[src/rtl/fetch_stage.sv]
// fetch_stage: instruction-fetch stage and IF/DE pipeline register.
// Keeps at most one instruction-memory request in flight, parks a response in
// a one-entry hold buffer when decode cannot take it, and squashes wrong-path
// responses after a taken branch.
// Optional build macro: FETCH_PERF_EN adds saturating perf_fetched and
// perf_discarded counters.
module fetch_stage #(
  parameter logic [31:0] RESET_PC  = 32'h0000_0000,
  parameter logic [31:0] NOP_INSTR = 32'h0000_0013
) (
  input  logic        clk,
  input  logic        rst_n,
  input  logic        StallF,
  input  logic        StallD,
  input  logic        FlushD,
  input  logic        PCsrc,
  input  logic [31:0] br_target,
  output logic        imem_req,
  output logic [31:0] imem_addr,
  input  logic        imem_rvalid,
  input  logic [31:0] imem_rdata,
  output logic [31:0] instrD,
  output logic [31:0] pcD,
  output logic        validD
`ifdef FETCH_PERF_EN
  ,
  output logic [31:0] perf_fetched,
  output logic [31:0] perf_discarded
`endif
);

  localparam int unsigned XLEN = 32;

  typedef enum logic [1:0] {
    S_FETCH = 2'd0,
    S_WAIT  = 2'd1,
    S_DROP  = 2'd2
  } state_t;

  state_t            state, state_nxt;
  logic [XLEN-1:0]   pcf, pcf_nxt;
  logic [XLEN-1:0]   hold_instr, hold_instr_nxt;
  logic [XLEN-1:0]   hold_pc, hold_pc_nxt;
  logic              hold_v, hold_v_nxt;
  logic [XLEN-1:0]   instr_nxt, pc_nxt;
  logic              valid_nxt;
  logic              resp_deliver;

  // Request only when idle, nothing parked, and fetch is neither stalled nor redirected
  assign imem_req  = (state == S_FETCH) & ~hold_v & ~StallF & ~PCsrc;
  assign imem_addr = pcf;

  // State, fetch PC, hold buffer and IF/DE registers
  always_ff @(posedge clk or negedge rst_n) begin
    if (!rst_n) begin
      state      <= S_FETCH;
      pcf        <= RESET_PC;
      hold_instr <= '0;
      hold_pc    <= '0;
      hold_v     <= 1'b0;
      instrD     <= NOP_INSTR;
      pcD        <= '0;
      validD     <= 1'b0;
    end else begin
      state      <= state_nxt;
      pcf        <= pcf_nxt;
      hold_instr <= hold_instr_nxt;
      hold_pc    <= hold_pc_nxt;
      hold_v     <= hold_v_nxt;
      instrD     <= instr_nxt;
      pcD        <= pc_nxt;
      validD     <= valid_nxt;
    end
  end

  // Next-state, PC update, response routing and IF/DE selection
  always_comb begin
    state_nxt      = state;
    pcf_nxt        = pcf;
    hold_instr_nxt = hold_instr;
    hold_pc_nxt    = hold_pc;
    hold_v_nxt     = hold_v;
    instr_nxt      = instrD;
    pc_nxt         = pcD;
    valid_nxt      = validD;
    resp_deliver   = 1'b0;

    unique case (state)
      S_FETCH: begin
        // Responses seen here are stale and ignored
        if (PCsrc) begin
          pcf_nxt = br_target;
        end else if (imem_req) begin
          state_nxt = S_WAIT;
        end
      end
      S_WAIT: begin
        if (imem_rvalid) begin
          state_nxt = S_FETCH;
          if (PCsrc) begin
            pcf_nxt = br_target;
          end else begin
            pcf_nxt      = pcf + XLEN'(4);
            resp_deliver = 1'b1;
          end
        end else if (PCsrc) begin
          pcf_nxt   = br_target;
          state_nxt = S_DROP;
        end
      end
      S_DROP: begin
        if (PCsrc) begin
          pcf_nxt = br_target;
        end
        if (imem_rvalid) begin
          state_nxt = S_FETCH;
        end
      end
      default: begin
        state_nxt = S_FETCH;
      end
    endcase

    if (PCsrc) begin
      instr_nxt  = NOP_INSTR;
      valid_nxt  = 1'b0;
      hold_v_nxt = 1'b0;
    end else if (StallD) begin
      instr_nxt = instrD;
    end else if (FlushD) begin
      instr_nxt = NOP_INSTR;
      valid_nxt = 1'b0;
    end else if (hold_v) begin
      instr_nxt  = hold_instr;
      pc_nxt     = hold_pc;
      valid_nxt  = 1'b1;
      hold_v_nxt = 1'b0;
    end else if (resp_deliver) begin
      instr_nxt = imem_rdata;
      pc_nxt    = pcf;
      valid_nxt = 1'b1;
    end else begin
      instr_nxt = NOP_INSTR;
      valid_nxt = 1'b0;
    end

    // A delivered word that decode does not take this cycle is parked
    if (resp_deliver && (StallD || FlushD || hold_v)) begin
      hold_instr_nxt = imem_rdata;
      hold_pc_nxt    = pcf;
      hold_v_nxt     = 1'b1;
    end
  end

`ifdef FETCH_PERF_EN
  logic resp_discard_c;

  assign resp_discard_c = imem_rvalid &
                          (((state == S_WAIT) & PCsrc) | (state == S_DROP));

  // Saturating delivered/discarded response counters
  always_ff @(posedge clk or negedge rst_n) begin
    if (!rst_n) begin
      perf_fetched   <= '0;
      perf_discarded <= '0;
    end else begin
      if (resp_deliver && (perf_fetched != '1)) begin
        perf_fetched <= perf_fetched + XLEN'(1);
      end
      if (resp_discard_c && (perf_discarded != '1)) begin
        perf_discarded <= perf_discarded + XLEN'(1);
      end
    end
  end
`endif

endmodule

[config.mk]
export PLATFORM = sky130hd
export DESIGN_NAME = fetch_stage
export DESIGN_NICKNAME = d
export VERILOG_FILES = /design/src/rtl/fetch_stage.sv
export SDC_FILE = /design/constraint.sdc
export NUM_CORES = 1
export LEC_CHECK = 0
export ABC_CLOCK_PERIOD_IN_PS = 2100
export CAP_MARGIN = 5
export CORE_ASPECT_RATIO = 1.1
export CORE_MARGIN = 2
export CORE_UTILIZATION = 35
export CTS_CLUSTER_SIZE = 12
export DETAILED_ROUTE_END_ITERATION = 6
export SETUP_SLACK_MARGIN = 0.02
export SLEW_MARGIN = 20
export SYNTH_ARGS = -nofsm -noshare
export SYNTH_HDL_FRONTEND = slang
export SYNTH_SLANG_ARGS = --single-unit
[constraint.sdc]
create_clock -name clk -period 2.1 [get_ports clk]
set_clock_uncertainty 0.2 [all_clocks]
set_input_delay 0.21 -clock clk [delete_from_list [all_inputs] [get_ports clk]]
set_output_delay 0.21 -clock clk [all_outputs]
set_load 0.01 [all_outputs]
# ---- Word level (Yosys, flattened, before mapping)
# Cells that the tools add are included.
dict set report word_totals {
  regBits 164
  inputBits 71
  word_cells 65
}
dict set report op_classes {
  addsub 1
  eq_ne 9
  mux 29
  bitwise 8
  n_reduce_logical 10
}
# op n
set op_table {}
lappend op_table {{two-way mux 32 bit} 10}
lappend op_table {{one-hot mux 32 bit (2 select lines)} 1}
lappend op_table {{adder 32 x 3 -> 32 bit, second input constant} 1}
lappend op_table {{two-way mux 1 bit} 12}
lappend op_table {{two-way mux 2 bit} 5}
lappend op_table {{AND reduction 4 bit} 2}
lappend op_table {{inequality test 2 bit, second input constant} 3}
lappend op_table {{inequality test 3 x 1 -> 1 bit, second input constant} 2}
lappend op_table {{one-hot mux 2 bit (3 select lines)} 1}
lappend op_table {{inverter 1 bit} 5}
lappend op_table {{nonzero test 2 bit} 2}
lappend op_table {{bitwise AND 1 bit} 3}
lappend op_table {{inequality test 3 bit, second input constant} 1}
lappend op_table {{equality test 2 x 1 -> 1 bit, second input constant} 1}
lappend op_table {{equality test 2 bit, second input constant} 1}
lappend op_table {{zero test 2 bit} 1}
lappend op_table {{logical OR 1 bit} 2}
lappend op_table {{inequality test 2 x 1 -> 1 bit, second input constant} 1}
lappend op_table {{AND reduction 2 bit} 1}
lappend op_table {{OR reduction 2 bit} 1}
lappend op_table {{logical AND 1 bit} 1}

# ---- Depth between registers and ports, before layout
dict set report logic_depth {
  word_depth 8
  depth_mapped 7
  depth_no_buf 6
}

# ---- Least setup slack after synthesis
# Ideal clock, no wire load.
dict set report synth_path {
  kind {reg2reg}
  startpoint {register pcf[2], in the netlist imem_addr[2]}
  endpoint {register pcf[26], in the netlist imem_addr[26]}
  setup_time_ns 0.094
  arrival_ns 1.841
  required_time_ns 1.806
  path_slack_ns -0.035
  path_stages_with_launch 7
  n_path_buf 0
  period_less_slack_ns 2.135
  cell_sequence {dfrtp_1 ha_1 nand2_1 nor4_4 nand3_2 or4_1 a211oi_1}
}
dict set report synth_between {
  elab_chain_cells 4
}
# element line_no
set synth_rtl {}
lappend synth_rtl {{start, declared} 41} ;# logic [XLEN-1:0] pcf, pcf_nxt;
lappend synth_rtl {{start signal, assigned} 66} ;# pcf <= pcf_nxt;
lappend synth_rtl {{adder 32 x 3 -> 32 bit} 103} ;# pcf_nxt = pcf + XLEN'(4);
lappend synth_rtl {{two-way mux 32 bit} 100} ;# if (PCsrc) begin
lappend synth_rtl {{two-way mux 32 bit} 98} ;# if (imem_rvalid) begin
lappend synth_rtl {{one-hot mux 32 bit (2 select lines)} 88} ;# unique case (state)
# No other way between the ends.
# A chain may end at the register's enable or synchronous reset.

# ---- Final worst setup path
dict set report layout_path {
  startpoint {register hold_v}
  endpoint {output port imem_req}
}
dict set report layout_between {
  elab_chain_cells 4
}
# element line_no
set layout_rtl {}
lappend layout_rtl {{start, declared} 44} ;# logic hold_v, hold_v_nxt;
lappend layout_rtl {{start signal, assigned} 69} ;# hold_v <= hold_v_nxt;
lappend layout_rtl {{inverter 1 bit} 50} ;# assign imem_req = (state == S_FETCH) & ~hold_v & ~StallF & ~PCsrc;
lappend layout_rtl {{bitwise AND 1 bit (3 in series)} 50}
lappend layout_rtl {{end, declared} 18} ;# output logic imem_req,
# No other way between the ends.

==> impl_metrics.csv <==
group,metric,value,unit
logic_synthesis,netlist-cell-type-count,59,
power,pwr-share-seq,44.7,%
drt,route.met3.wl,1.31,mm
clock_network,htreeDepth,4,
power,p_int,7000,µW
setup_path,r2r_start,"imem_addr[11]",
drt,highest_layer,"met4",
sta,max_slew_margin,67.3,%
placed_design,dp_hpwl,15.1,mm
floorplan,die-area,0.0231,mm²
drt,routed-wl-met2,9.64,mm
clock_network,clock_path_buffers,2,
power,power_frac_clock,32.1,%
logic_synthesis,async_flop_share,100,%
logic_synthesis,synth_ff_type,"dfrtp_1",
power,p_comb_share,23.2,%
clock_network,cts_sinks,164,
setup_path,start_kind,"flop",
logic_synthesis,synthesis.area,0.00767,mm²
logic_synthesis,synth_edf_count,0,
setup_path,crit_arrival,1640,ps
power,power_switching,2690,µW
logic_synthesis,synth_most_common_cell,"dfrtp_1",
min_path,hold_path.class,"in -> async",
global_route,overflow,0,
cells_and_area,drive_above_1_share,21.5,%
floorplan,core_area,0.0214,mm²
placed_design,gp_congestion,0.873,
logic_synthesis,postSynthCellCount,721,
power,power_density,884,mW/mm²
logic_synthesis,synth_largest_area_cell,"dfrtp_1",
setup_path,cp_data_required_time,1690,ps
global_route,grt_max_degree,96,
setup_path,end_kind,"output pin",
drt,final_antenna_net_count,0,
drt,first_pass_iters,5,
setup_path,crit_start,"hold_v",
sta,max_freq,487,MHz
global_route,grt_pass1_wl,34.7,mm
drt,routed_via_density,5.09,
setup_path,rr_endpoint,"imem_addr[26]",
drt,drtIter0Drc,321,
sta,finalSetupViolCount,0,
global_route,grt_pass1_vias,6321,
power,leakage,0.00452,µW
drt,vias,6347,
global_route,grt_usage,18.8,%
placed_design,port_buffers,168,
logic_synthesis,synth_seq_cells,164,
power,vdd_ir_drop_max,556,µV
floorplan,start_util,35.8,%
logic_synthesis,synth.top_cell.area_share,52.5,%
clock_network,clkSlewWorstSetupHoldPaths,70,ps
logic_synthesis,yosys-top-cells-area,"dfrtp_1 (53%), mux2_2 (9.5%), nand2_1 (5.8%)",
clock_network,clk_latency,420,ps
floorplan,pin_count,169,
global_route,antenna_found_initial,1,
drt,met1_length,10.1,mm
clock_network,cts_root_buffer,"clkbuf_16",
clock_network,cts_buffers,17,
logic_synthesis,ys_top_cells_by_count,"dfrtp_1 (161), nand2_1 (119), o21ai_0 (80)",
floorplan,rows,56,
logic_synthesis,ys_warn_count,0,
sta,tightestPinTransition,491,ps
drt,wl_per_cell,17.1,µm
sta,rsz0062_at_grt,"yes",
clock_network,cts_tree,"yes",
floorplan,die_y,159,µm
sta,hold_viol,0,
drt,drc,0,
cells_and_area,syn_to_final_growth,42.8,%
sta,fin_crit_sh,97.8,%
logic_synthesis,synth_nets,793,
power,swShare,27.7,%
run_status,status,"completed",
drt,drt_wl_total,21.3,mm
cells_and_area,fin_util,51.1,%
run,timing.max_cap.violations,0,
logic_synthesis,avgSynthCellArea,10.6,µm²
setup_path,rr_worst_depth,5,
cells_and_area,nets,1015,
sta,finalSetupTns,0,ps
sta,slew_viol_final,0,
setup_path,cp_max_fo,2,
floorplan,die_w,145,µm
setup_path,r2r_slack,100,ps
sta,finalCriticalPeriod,2050,ps
logic_synthesis,ys_seq_area_share,53.5,%
power,power,9690,µW
setup_path,path_class,"reg -> out",
power by group through the flow:
| stage | sequential, µW | combinational, µW | clock, µW |
|---|---|---|---|
| 2_1_floorplan | 4450 | 969 | 0 |
| 3_3_place_gp | 4370 | 2230 | 0 |
| 3_5_place_dp | 4390 | 2260 | 0 |
| 4_1_cts | 4330 | 2280 | 3200 |
| 5_1_grt | 4440 | 2470 | 3340 |
| 6_report | 4330 | 2250 | 3110 |
metal layers:
layer	vias to the layer above	global-route usage [%]
met3	20	5.01
li1	3062	-
met2	206	29.0
met4	0	4.55
met1	3059	26.5
met5	-	0
sequential cells by signal, summed over array words and instances (netlist names):
signal	flops
hold_pc	32
pcD	32
hold_instr	32
instrD	32
state	2
hold_v	1
validD	1
imem_addr	32
critical path, cell delays in order (launching register included):
cell	delay (ps)
dfrtp_4	480
or4_4	510
nor2_4	130
buf_6	110
how the worst max path moves through the flow:
stage | slack [ps] | cells past startpoint | end
after global routing | -6 | 3 | imem_req
final | 50 | 3 | imem_req
after global placement | -320 | 4 | imem_req
after CTS | 8 | 3 | imem_req
after detailed placement | -300 | 7 | hold_pc[21]
after floorplan | 30 | 6 | imem_addr[26]
final cells by class:
class	count	area (µm²)
antenna	1	2.50
clock buffer	19	433
clock inverter	13	150
fill	2007	10500
inverter	4	15.0
multi-input combinational	500	3380
sequential	164	4120
tap	290	363
timing repair buffer	256	2500
per-stage QoR:
| stage | area [µm²] | hold slack, ps | cells | worst slack (ps) |
|---|---|---|---|---|
| after floorplan | 7680 | -286 | 721 | 28.5 |
| after global placement | 10300 | -70.2 | 1213 | -321 |
| after detailed placement | 10300 | -73.5 | 1213 | -302 |
| after CTS | 10900 | 48.9 | 1246 | 8.04 |
| after global routing | 11000 | 63.4 | 1246 | -6.14 |
| final | 11000 | 47.1 | 1247 | 47.2 |
cell families after synthesis:
family          Yosys count  synth area share [%]
fa+ha+maj                 1                 0.163
simple gates            218                  13.9
buf+inv                  57                  2.97
mux                     105                  14.8
xor+xnor                  4                 0.457
compound gates          172                  14.2
flops                   164                  53.5
layout by cell type (no fill, tap or decap), drive strengths merged, types with 5 or more instances in the layout:
master           n
a31oi            5
nand3           21
nor3            10
a22oi            5
clkbuf          19
o21ai           81
buf             89
mux2i           37
o22ai            8
clkdlybuf4s50  166
a21oi           19
dfrtp          161
inv              7
nand4           12
mux2            68
nor2            18
clkinv           6
nand2          119
a22o            29
and3            11
timing repair:
| item | CTS | global route |
|---|---|---|
| gates resized for setup | 8 | 2 |
| hold buffers | 1 | 0 |
| endpoints found under the setup margin | 1 | 5 |
| pin swaps | 1 | 2 |
| buffers inserted | 0 | 0 |
| endpoints found under the hold margin | 164 | 0 |
Power figures use the tool's default switching activity.
